$ cat src/rtl/led_bcd_display_pkg.sv
// Shared definitions for led_bcd_display: FSM states, segment codes, BCD helper.
package led_bcd_display_pkg;

    typedef enum logic [1:0] {
        ST_IDLE,
        ST_CONVERT,
        ST_LOAD
    } state_t;

    // Segment codes are {g,f,e,d,c,b,a}, active-low
    localparam logic [6:0] SEG_BLANK = 7'b1111111;
    localparam logic [6:0] SEG_0     = 7'b1000000;
    localparam logic [6:0] SEG_1     = 7'b1111001;
    localparam logic [6:0] SEG_2     = 7'b0100100;
    localparam logic [6:0] SEG_3     = 7'b0110000;
    localparam logic [6:0] SEG_4     = 7'b0011001;
    localparam logic [6:0] SEG_5     = 7'b0010010;
    localparam logic [6:0] SEG_6     = 7'b0000010;
    localparam logic [6:0] SEG_7     = 7'b1111000;
    localparam logic [6:0] SEG_8     = 7'b0000000;
    localparam logic [6:0] SEG_9     = 7'b0010000;

    function automatic logic [3:0] add3(input logic [3:0] n);
        return (n >= 4'd5) ? n + 4'd3 : n;
    endfunction

endpackage

$ cat src/rtl/led_bcd_display_seg7_decoder.sv
// Combinational BCD digit to active-low seven-segment decoder with blanking.
module seg7_decoder
    import led_bcd_display_pkg::*;
(
    input  logic [3:0] iDigit,
    input  logic       iBlank,
    output logic [6:0] oSeg
);

    always_comb begin
        oSeg = SEG_BLANK;
        if (!iBlank) begin
            case (iDigit)
                4'd0:    oSeg = SEG_0;
                4'd1:    oSeg = SEG_1;
                4'd2:    oSeg = SEG_2;
                4'd3:    oSeg = SEG_3;
                4'd4:    oSeg = SEG_4;
                4'd5:    oSeg = SEG_5;
                4'd6:    oSeg = SEG_6;
                4'd7:    oSeg = SEG_7;
                4'd8:    oSeg = SEG_8;
                4'd9:    oSeg = SEG_9;
                default: oSeg = SEG_BLANK;
            endcase
        end
    end

endmodule

$ cat src/rtl/led_bcd_display.sv
// 8-bit value to 3-digit multiplexed seven-segment display via double-dabble FSM.
// Optional leading-zero blanking: define LEDDISP_BLANK_LEADING_ZERO_EN.
module led_bcd_display
    import led_bcd_display_pkg::*;
#(
    parameter int unsigned REFRESH_DIV = 50000,
    parameter int unsigned REFRESH_W   = 16
) (
    input  logic       Clock,
    input  logic       Reset,
    input  logic [7:0] iData,
    input  logic       iValid,
    output logic       oBusy,
    output logic       oDone,
    output logic [6:0] oSegments,
    output logic [2:0] oAnode
);

    state_t                 r_state;
    logic [7:0]             r_shift;
    logic [11:0]            r_bcd;
    logic [2:0]             r_iter;
    logic                   r_done;
    logic [3:0]             r_dig_u, r_dig_t, r_dig_h;
    logic [REFRESH_W-1:0]   r_refresh;
    logic [1:0]             r_idx;
    logic [2:0]             r_anode;
    logic [6:0]             r_seg;

    logic [11:0]            w_adj;
    logic [3:0]             w_digit;
    logic                   w_blank;
    logic                   w_blank_t, w_blank_h;
    logic [2:0]             w_anode;
    logic [6:0]             w_seg;

    assign w_adj = {add3(r_bcd[11:8]), add3(r_bcd[7:4]), add3(r_bcd[3:0])};

    always_ff @(posedge Clock or negedge Reset) begin
        if (!Reset) begin
            r_state <= ST_IDLE;
            r_shift <= '0;
            r_bcd   <= '0;
            r_iter  <= '0;
            r_done  <= 1'b0;
            r_dig_u <= '0;
            r_dig_t <= '0;
            r_dig_h <= '0;
        end else begin
            r_done <= 1'b0;
            case (r_state)
                ST_IDLE: begin
                    if (iValid) begin
                        r_shift <= iData;
                        r_bcd   <= '0;
                        r_iter  <= '0;
                        r_state <= ST_CONVERT;
                    end
                end
                ST_CONVERT: begin
                    // Hundreds never exceeds 2, so the adjusted MSB shifted out is always 0
                    r_bcd   <= (w_adj << 1) | 12'(r_shift[7]);
                    r_shift <= {r_shift[6:0], 1'b0};
                    r_iter  <= r_iter + 3'd1;
                    if (r_iter == 3'd7) r_state <= ST_LOAD;
                end
                ST_LOAD: begin
                    r_dig_h <= r_bcd[11:8];
                    r_dig_t <= r_bcd[7:4];
                    r_dig_u <= r_bcd[3:0];
                    r_done  <= 1'b1;
                    r_state <= ST_IDLE;
                end
                default: r_state <= ST_IDLE;
            endcase
        end
    end

    always_ff @(posedge Clock or negedge Reset) begin
        if (!Reset) begin
            r_refresh <= '0;
            r_idx     <= '0;
            r_anode   <= 3'b110;
            r_seg     <= SEG_0;
        end else begin
            if (r_refresh == REFRESH_W'(REFRESH_DIV - 1)) begin
                r_refresh <= '0;
                r_idx     <= (r_idx == 2'd2) ? 2'd0 : r_idx + 2'd1;
            end else begin
                r_refresh <= r_refresh + 1'b1;
            end
            r_anode <= w_anode;
            r_seg   <= w_seg;
        end
    end

`ifdef LEDDISP_BLANK_LEADING_ZERO_EN
    assign w_blank_h = (r_dig_h == 4'd0);
    assign w_blank_t = (r_dig_h == 4'd0) && (r_dig_t == 4'd0);
`else
    assign w_blank_h = 1'b0;
    assign w_blank_t = 1'b0;
`endif

    always_comb begin
        w_digit = r_dig_u;
        w_blank = 1'b0;
        w_anode = 3'b110;
        case (r_idx)
            2'd1: begin
                w_digit = r_dig_t;
                w_blank = w_blank_t;
                w_anode = 3'b101;
            end
            2'd2: begin
                w_digit = r_dig_h;
                w_blank = w_blank_h;
                w_anode = 3'b011;
            end
            default: ;
        endcase
    end

    seg7_decoder u_dec (
        .iDigit (w_digit),
        .iBlank (w_blank),
        .oSeg   (w_seg)
    );

    assign oBusy     = (r_state != ST_IDLE);
    assign oDone     = r_done;
    assign oSegments = r_seg;
    assign oAnode    = r_anode;

endmodule

$ cat config.mk
export PLATFORM = sky130hd
export DESIGN_NAME = led_bcd_display
export DESIGN_NICKNAME = d
export VERILOG_FILES = /design/src/rtl/led_bcd_display_pkg.sv /design/src/rtl/led_bcd_display_seg7_decoder.sv /design/src/rtl/led_bcd_display.sv
export SDC_FILE = /design/constraint.sdc
export NUM_CORES = 1
export LEC_CHECK = 0
export BUFFER_PORTS_ARGS = -buffer_cell sky130_fd_sc_hd__buf_4
export CAP_MARGIN = 5
export CORE_MARGIN = 2
export CORE_UTILIZATION = 45
export CTS_CLUSTER_DIAMETER = 50
export DETAILED_ROUTE_END_ITERATION = 12
export GPL_ROUTABILITY_DRIVEN = 0
export GPL_TIMING_DRIVEN = 0
export SYNTH_ARGS = -nofsm -noshare
export SYNTH_HDL_FRONTEND = slang
export SYNTH_SLANG_ARGS = --single-unit
$ cat constraint.sdc
create_clock -name Clock -period 5 [get_ports Clock]
set_clock_uncertainty 0.05 [all_clocks]
set_input_delay 1 -clock Clock [delete_from_list [all_inputs] [get_ports Clock]]
set_output_delay 1 -clock Clock [all_outputs]
set_load 0.05 [all_outputs]
Word level (Yosys, flattened, before mapping)
Memories as Yosys holds them, arrays and structs flattened. A register that Yosys moved wholly into a read port is not among the register bits.
Cells that the tools add are included.

storage, ports and cells
  register bits after elaboration = 59
  ROM bits = 112
  output and inout port bits = 12
  logic and storage cells = 53
  memories = 1

memory list
  memory            depth  width  read ports  clocked after memory_dff  write ports  RTL line                            text
  (name not given)  16     7      1           1                         0            led_bcd_display_seg7_decoder.sv:13  case (iDigit)

cells by class
  $add $sub $neg = 6
  order comparisons = 3
  equality and inequality tests = 8
  mux-type cells = 17
  bitwise logic cells = 1
  reductions and logical operators = 6

operators by type and width
  operator                                                            count
  case mux 12 bit (2 select lines)                                    1
  adder 16 x 1 -> 16 bit (second input constant)                      1
  == test 16 bit (second input constant)                              1
  two-way mux 16 bit                                                  1
  case mux 8 bit (2 select lines)                                     1
  greater-or-equal comparator 4 x 3 -> 1 bit (second input constant)  3
  two-way mux 12 bit                                                  1
  bitwise OR 12 x 1 -> 12 bit                                         1
  case mux 3 bit (2 select lines)                                     2
  adder 4 x 2 -> 4 bit (second input constant)                        2
  two-way mux 4 bit                                                   2
  two-way mux 8 bit                                                   1
  case mux 4 bit (2 select lines)                                     1
  two-way mux 2 bit                                                   3
  two-way mux 3 bit                                                   2
  == test 2 x 1 -> 1 bit (second input constant)                      2
  == test 2 bit (second input constant)                               2
  inequality test 2 bit (second input constant)                       2
  case mux 2 bit (2 select lines)                                     1
  AND reduction 2 bit                                                 2
  nonzero test 2 bit                                                  2
  adder 3 x 1 -> 3 bit (second input constant)                        1
  adder 3 x 2 -> 3 bit (second input constant)                        1
  == test 3 bit (second input constant)                               1
  other kinds (4)                                                     4

Depth between registers and ports, before layout
  depth in word-level cells = 4
  mapped depth = 9
  gate-level depth less buffers = 8

Cells and area by module
From an unflattened synthesis, not the netlist that was laid out.

second synthesis, totals
  cells, all modules = 303
  area, all modules = 3,230.6 µm²

by module, submodules not included
  module           instances  cells each  area each (µm²)  seq. area each (µm²)
  led_bcd_display  1          270         2,995.4          1,655.3
  seg7_decoder     1          33          235.2            0.0

Least setup slack after synthesis
OpenSTA, ideal clock, no wires.

  kind = register to output
  start point = reg r_state[1]
  end point = out oBusy
  arrival time = 1.000 ns
  required time = 3.950 ns
  setup slack = 2.950 ns
  cell stages (with the launch flop) = 3
  cell sequence = dfrtp_1 clkbuf_1 or2_2

on the way
  longest elaborated chain between the ends = 1

ends and longest elaborated chain
  what                    RTL line                text
  from (decl)             led_bcd_display.sv:19   state_t r_state;
  from (signal assigned)  led_bcd_display.sv:41   r_state <= ST_IDLE;
  from (signal assigned)  led_bcd_display.sv:57   r_state <= ST_CONVERT;
  from (signal assigned)  led_bcd_display.sv:65   if (r_iter == 3'd7) r_state <= ST_LOAD;
  nonzero test 2 bit      led_bcd_display.sv:130  assign oBusy = (r_state != ST_IDLE);
  to (decl)               led_bcd_display.sv:13   output logic oBusy,

No other way between the ends.

Final worst setup path
Ends and elaborated chain as after synthesis.

==> results <==
- The flow ran to the end, and the final reports show no timing, DRC or antenna violations.
- The wire length per cell after detailed routing is between 10 and 15 µm.
- The tool flagged a number of max-cap violations equal to 0.
- The longest clock path from root to sink contains 2 buffers.
- The number of distinct library cell variants in the gate-level netlist after synthesis is 39.
- After clock tree synthesis, the clock-pin slew on the worst setup and hold paths is 0.07 ns.
- The final critical delay including setup and external delays is 2.591 ns.
- The number of nets in the layout is about 350.
- The number of max-slew violations in the final report came to 0.
- For this block, the initial DRC count from the detailed router was 63.
- After detailed placement, the total cell area comes to 3453 µm².
- The clock reaches the later pin of the worst-skew pair after 0.35 ns.
- Among all flip-flop cells after synthesis, the most frequent one is sky130_fd_sc_hd__dfrtp_1.
- Counting the fill cells in the layout gives 600.
- The critical path in this run is classified as register to primary output.
- The total overflow left after global routing is 0.
- Yosys printed 0 warnings.
- For this run, the detailed router's first-pass iteration total came to 4.
- The CTS root buffer is sky130_fd_sc_hd__clkbuf_8.
- The post-route worst setup slack is 2.409 ns.
- The die is 87.91 µm wide.
- In this run the worst path has a maximum fanout of 10.
- In this run the vertical extent of the chip is 87.91 µm.
- The count of buffers added on input and output ports is 22.
- The area of combinational cells with multiple inputs is 1394 µm².
- After detailed routing, the number of vias per cell comes to 5.054.
- Hold timing on the final database bottoms out at a slack of 0.4358 ns.
- The number of failing setup endpoints in the final timing report is 0.
- The number of nets produced by synthesis is 318.
- The headroom to the max-slew limit is 0.4570.
- Gates resized during post-CTS repair numbered 0.
- The post-CTS setup buffer count is 0.
- The worst register-to-register path has a depth of 9.
- The count of final hold-check violations was 0.
- The number of storage elements in the synthesis netlist is between 60 and 70.
- Summing all non-filler instances in the final layout gives an area of 3680 µm².
- The first global-routing pass estimated 9770 µm of wire.
- The total routed wirelength is 5743 µm.
- Of the cells placed in the final design, the portion with a size suffix greater than 1 is 0.1976.
- The number of flops mapped to enable cells by yosys is 0.
- For the worst setup path, the data required time is roughly 4.0 ns.
- The number of hold buffers added after CTS is 0.
- The final standard cell utilization of the core is 0.5416.
- The remaining routing DRC violations is 0.
- The non-filler instance count after layout is 425.
- In the final layout, flip-flops and latches occupy between 1500 and 2000 µm².
- The wire-length estimate of the detail-placed layout is 3869 µm.
- Setup repair after global routing left no endpoint under its margin.
- For the worst setup path, the data arrival time is 1.54 ns.
- The detailed router placed 2,148 vias in this run.
- The worst setup timing slack at the placement stage is 2.559 ns.
- Across the VDD grid, the largest voltage drop is 274.3 µV.
- The post-synthesis to final-layout area growth is 16.15%.
- The share of the clock period used by the worst path is 0.5181.
- The share of the Yosys chip area taken by registers is 0.5225.
- For the pin with the worst max-slew slack, the measured transition is 0.8145 ns.
- The endpoint kind of the worst setup timing path is a primary output.
- Buffers inserted during clock tree synthesis total 9.
- Counting instances, the worst hold path has a depth of 1.
- The standby leakage power is about 1.7 nW.
- The area of the placeable core is 6794 µm².
- In this run the count of I/O pins placed on the die edge is 23.
- The combined area of all synthesized cells is 3168 µm².
- The total instance count after detailed placement is 409.
- The average instance area after synthesis is 10.89 µm².
- For this run, the total global-route usage over all layers was measured as 0.1659.
- The number of sinks handled by clock tree synthesis is 66.
- The number of antenna violations at the first check in global routing came to 0.
- The number of rows in the core area is 30.
- The total power draw is 1.917 mW.
- The TritonCTS clock tree is done.
- The cell count after synthesis came out at 291.
- The initial utilization of the core area, before any placement, comes to 0.4663.
- The die covers 7727 µm².
- The number of nets still failing antenna checks after routing is 0.
- The total number of H-tree levels is 3.
- The kind of path behind the tightest hold check is register to register.
- The count of antenna diodes in the layout is 0.
- Entering global routing, the biggest net connects 67 pins.
- The number of global-route vias before repair is 2,100.
- Static timing analysis puts the maximum clock frequency at 0.3860 GHz.
- The total negative setup slack is 0 ns.
- The async set-reset flop share out of synthesis is 1.000.
- The startpoint kind of the worst setup timing path is a register.
- For this design the ratio of total power to cell area is 521.0 nW/µm².
layout by cell type, fill, tap and decap left out, types with 3 or more instances in the layout:
| cell | Yosys | routed |
|---|---|---|
| sky130_fd_sc_hd__o21ai_0 | 21 | 21 |
| sky130_fd_sc_hd__clkbuf_8 | 0 | 10 |
| sky130_fd_sc_hd__dfrtp_1 | 63 | 63 |
| sky130_fd_sc_hd__a22oi_1 | 11 | 11 |
| sky130_fd_sc_hd__clkbuf_1 | 6 | 6 |
| sky130_fd_sc_hd__a21oi_1 | 16 | 16 |
| sky130_fd_sc_hd__inv_1 | 16 | 16 |
| sky130_fd_sc_hd__o31ai_1 | 3 | 3 |
| sky130_fd_sc_hd__ha_1 | 16 | 16 |
| sky130_fd_sc_hd__xor2_1 | 9 | 9 |
| sky130_fd_sc_hd__a22o_1 | 6 | 6 |
| sky130_fd_sc_hd__dfstp_2 | 3 | 3 |
| sky130_fd_sc_hd__nand2_1 | 17 | 17 |
| sky130_fd_sc_hd__nor2b_1 | 12 | 12 |
| sky130_fd_sc_hd__mux2i_1 | 6 | 6 |
| sky130_fd_sc_hd__mux2_2 | 12 | 12 |
| sky130_fd_sc_hd__and3_1 | 3 | 3 |
| sky130_fd_sc_hd__buf_2 | 5 | 5 |
| sky130_fd_sc_hd__nand2b_1 | 5 | 5 |
| sky130_fd_sc_hd__buf_4 | 0 | 22 |
| sky130_fd_sc_hd__nand3_1 | 9 | 9 |
| sky130_fd_sc_hd__nor2_1 | 14 | 14 |
| sky130_fd_sc_hd__xnor2_1 | 8 | 8 |
| sky130_fd_sc_hd__nor3_1 | 4 | 4 |
| sky130_fd_sc_hd__nand4_1 | 5 | 5 |
state kept, by name (all words and copies together), names as in the netlist:
signal / cells
r_state: 2
r_refresh: 16
oAnode: 3
r_dig_u: 4
r_iter: 3
r_bcd: 12
r_dig_t: 4
r_dig_h: 4
r_idx: 2
oSegments: 7
r_shift: 8
oDone: 1
routing by layer:
metal  global-route usage  vias up  part of all wire
li1                     -     1080                 -
met1               0.2123     1026              0.49
met2               0.2672       31              0.46
met3              0.03110       11             0.030
met4              0.08811        0             0.021
met5                    0        -                 0
critical path, stage by stage (launching register included):
cell and delay (ns):
sky130_fd_sc_hd__dfrtp_1 0.42, sky130_fd_sc_hd__clkbuf_1 0.25, sky130_fd_sc_hd__or2_2 0.33, sky130_fd_sc_hd__buf_4 0.19
cells in the mapped netlist (2+ instances only):
| cell | instances | area [µm²] |
|---|---|---|
| sky130_fd_sc_hd__ha_1 | 16 | 200.2 |
| sky130_fd_sc_hd__a21oi_1 | 16 | 80.08 |
| sky130_fd_sc_hd__a22o_1 | 6 | 52.55 |
| sky130_fd_sc_hd__xnor2_1 | 8 | 70.07 |
| sky130_fd_sc_hd__and3_1 | 3 | 18.77 |
| sky130_fd_sc_hd__xor2_1 | 9 | 78.83 |
| sky130_fd_sc_hd__nand2_1 | 17 | 63.81 |
| sky130_fd_sc_hd__a21o_1 | 2 | 15.01 |
| sky130_fd_sc_hd__nand2b_1 | 5 | 31.28 |
| sky130_fd_sc_hd__clkbuf_1 | 6 | 22.52 |
| sky130_fd_sc_hd__inv_1 | 16 | 60.06 |
| sky130_fd_sc_hd__a22oi_1 | 11 | 82.58 |
| sky130_fd_sc_hd__and2_1 | 2 | 12.51 |
| sky130_fd_sc_hd__nor4bb_1 | 2 | 20.02 |
| sky130_fd_sc_hd__dfrtp_1 | 63 | 1577 |
| sky130_fd_sc_hd__o21ai_0 | 21 | 105.1 |
| sky130_fd_sc_hd__nand4_1 | 5 | 31.28 |
| sky130_fd_sc_hd__a31oi_1 | 2 | 12.51 |
| sky130_fd_sc_hd__buf_2 | 5 | 25.02 |
| sky130_fd_sc_hd__dfstp_2 | 3 | 78.83 |
| sky130_fd_sc_hd__o31ai_1 | 3 | 22.52 |
| sky130_fd_sc_hd__mux2i_1 | 6 | 60.06 |
| sky130_fd_sc_hd__mux2_2 | 12 | 135.1 |
| sky130_fd_sc_hd__nor2_1 | 14 | 52.55 |
| sky130_fd_sc_hd__nor2b_1 | 12 | 75.07 |
| sky130_fd_sc_hd__a211oi_1 | 2 | 15.01 |
| sky130_fd_sc_hd__nor3_1 | 4 | 20.02 |
| sky130_fd_sc_hd__nand3_1 | 9 | 45.04 |
area by class of cell:
cell class / instances / share of cell area
Timing Repair Buffer: 22 / 0.04488
Clock inverter: 6 / 0.02414
Multi-Input combinational cell: 197 / 0.3788
Tap cell: 96 / 0.03264
Inverter: 16 / 0.01632
Sequential cell: 66 / 0.4498
Clock buffer: 10 / 0.03740
Buffer: 12 / 0.01598
cells by family (layout without fill, tap and decap cells):
family          Yosys count  count (layout)  synth area share
xor+xnor                 17              17           0.04700
compound gates           65              65            0.1268
fa+ha+maj                16              16           0.06319
simple gates             81              81            0.1414
buf+inv                  28              66           0.03752
mux                      18              18           0.06161
flops                    66              66            0.5225
power breakdown:
part / switching (mW) / total, mW / internal [mW]
Sequential: 0.104 / 0.780 / 0.677
Combinational: 0.362 / 0.630 / 0.268
Clock: 0.212 / 0.507 / 0.295
Total: 0.678 / 1.92 / 1.24
path summary, 6_finish.rpt:
kind | start | end | slack [ns]
worst min-delay path | r_refresh[0] | r_refresh[0] | 0.44
worst max register to register | r_idx[0] | oSegments[3] | 2.86
worst max-delay path | r_state[1] | oBusy | 2.41
min in group asynchronous | Reset | r_refresh[7] | 0.68
max in group asynchronous | Reset | r_shift[7] | 3.67
worst min register to register | r_refresh[0] | r_refresh[0] | 0.44
(Power assumes the default switching activity.)
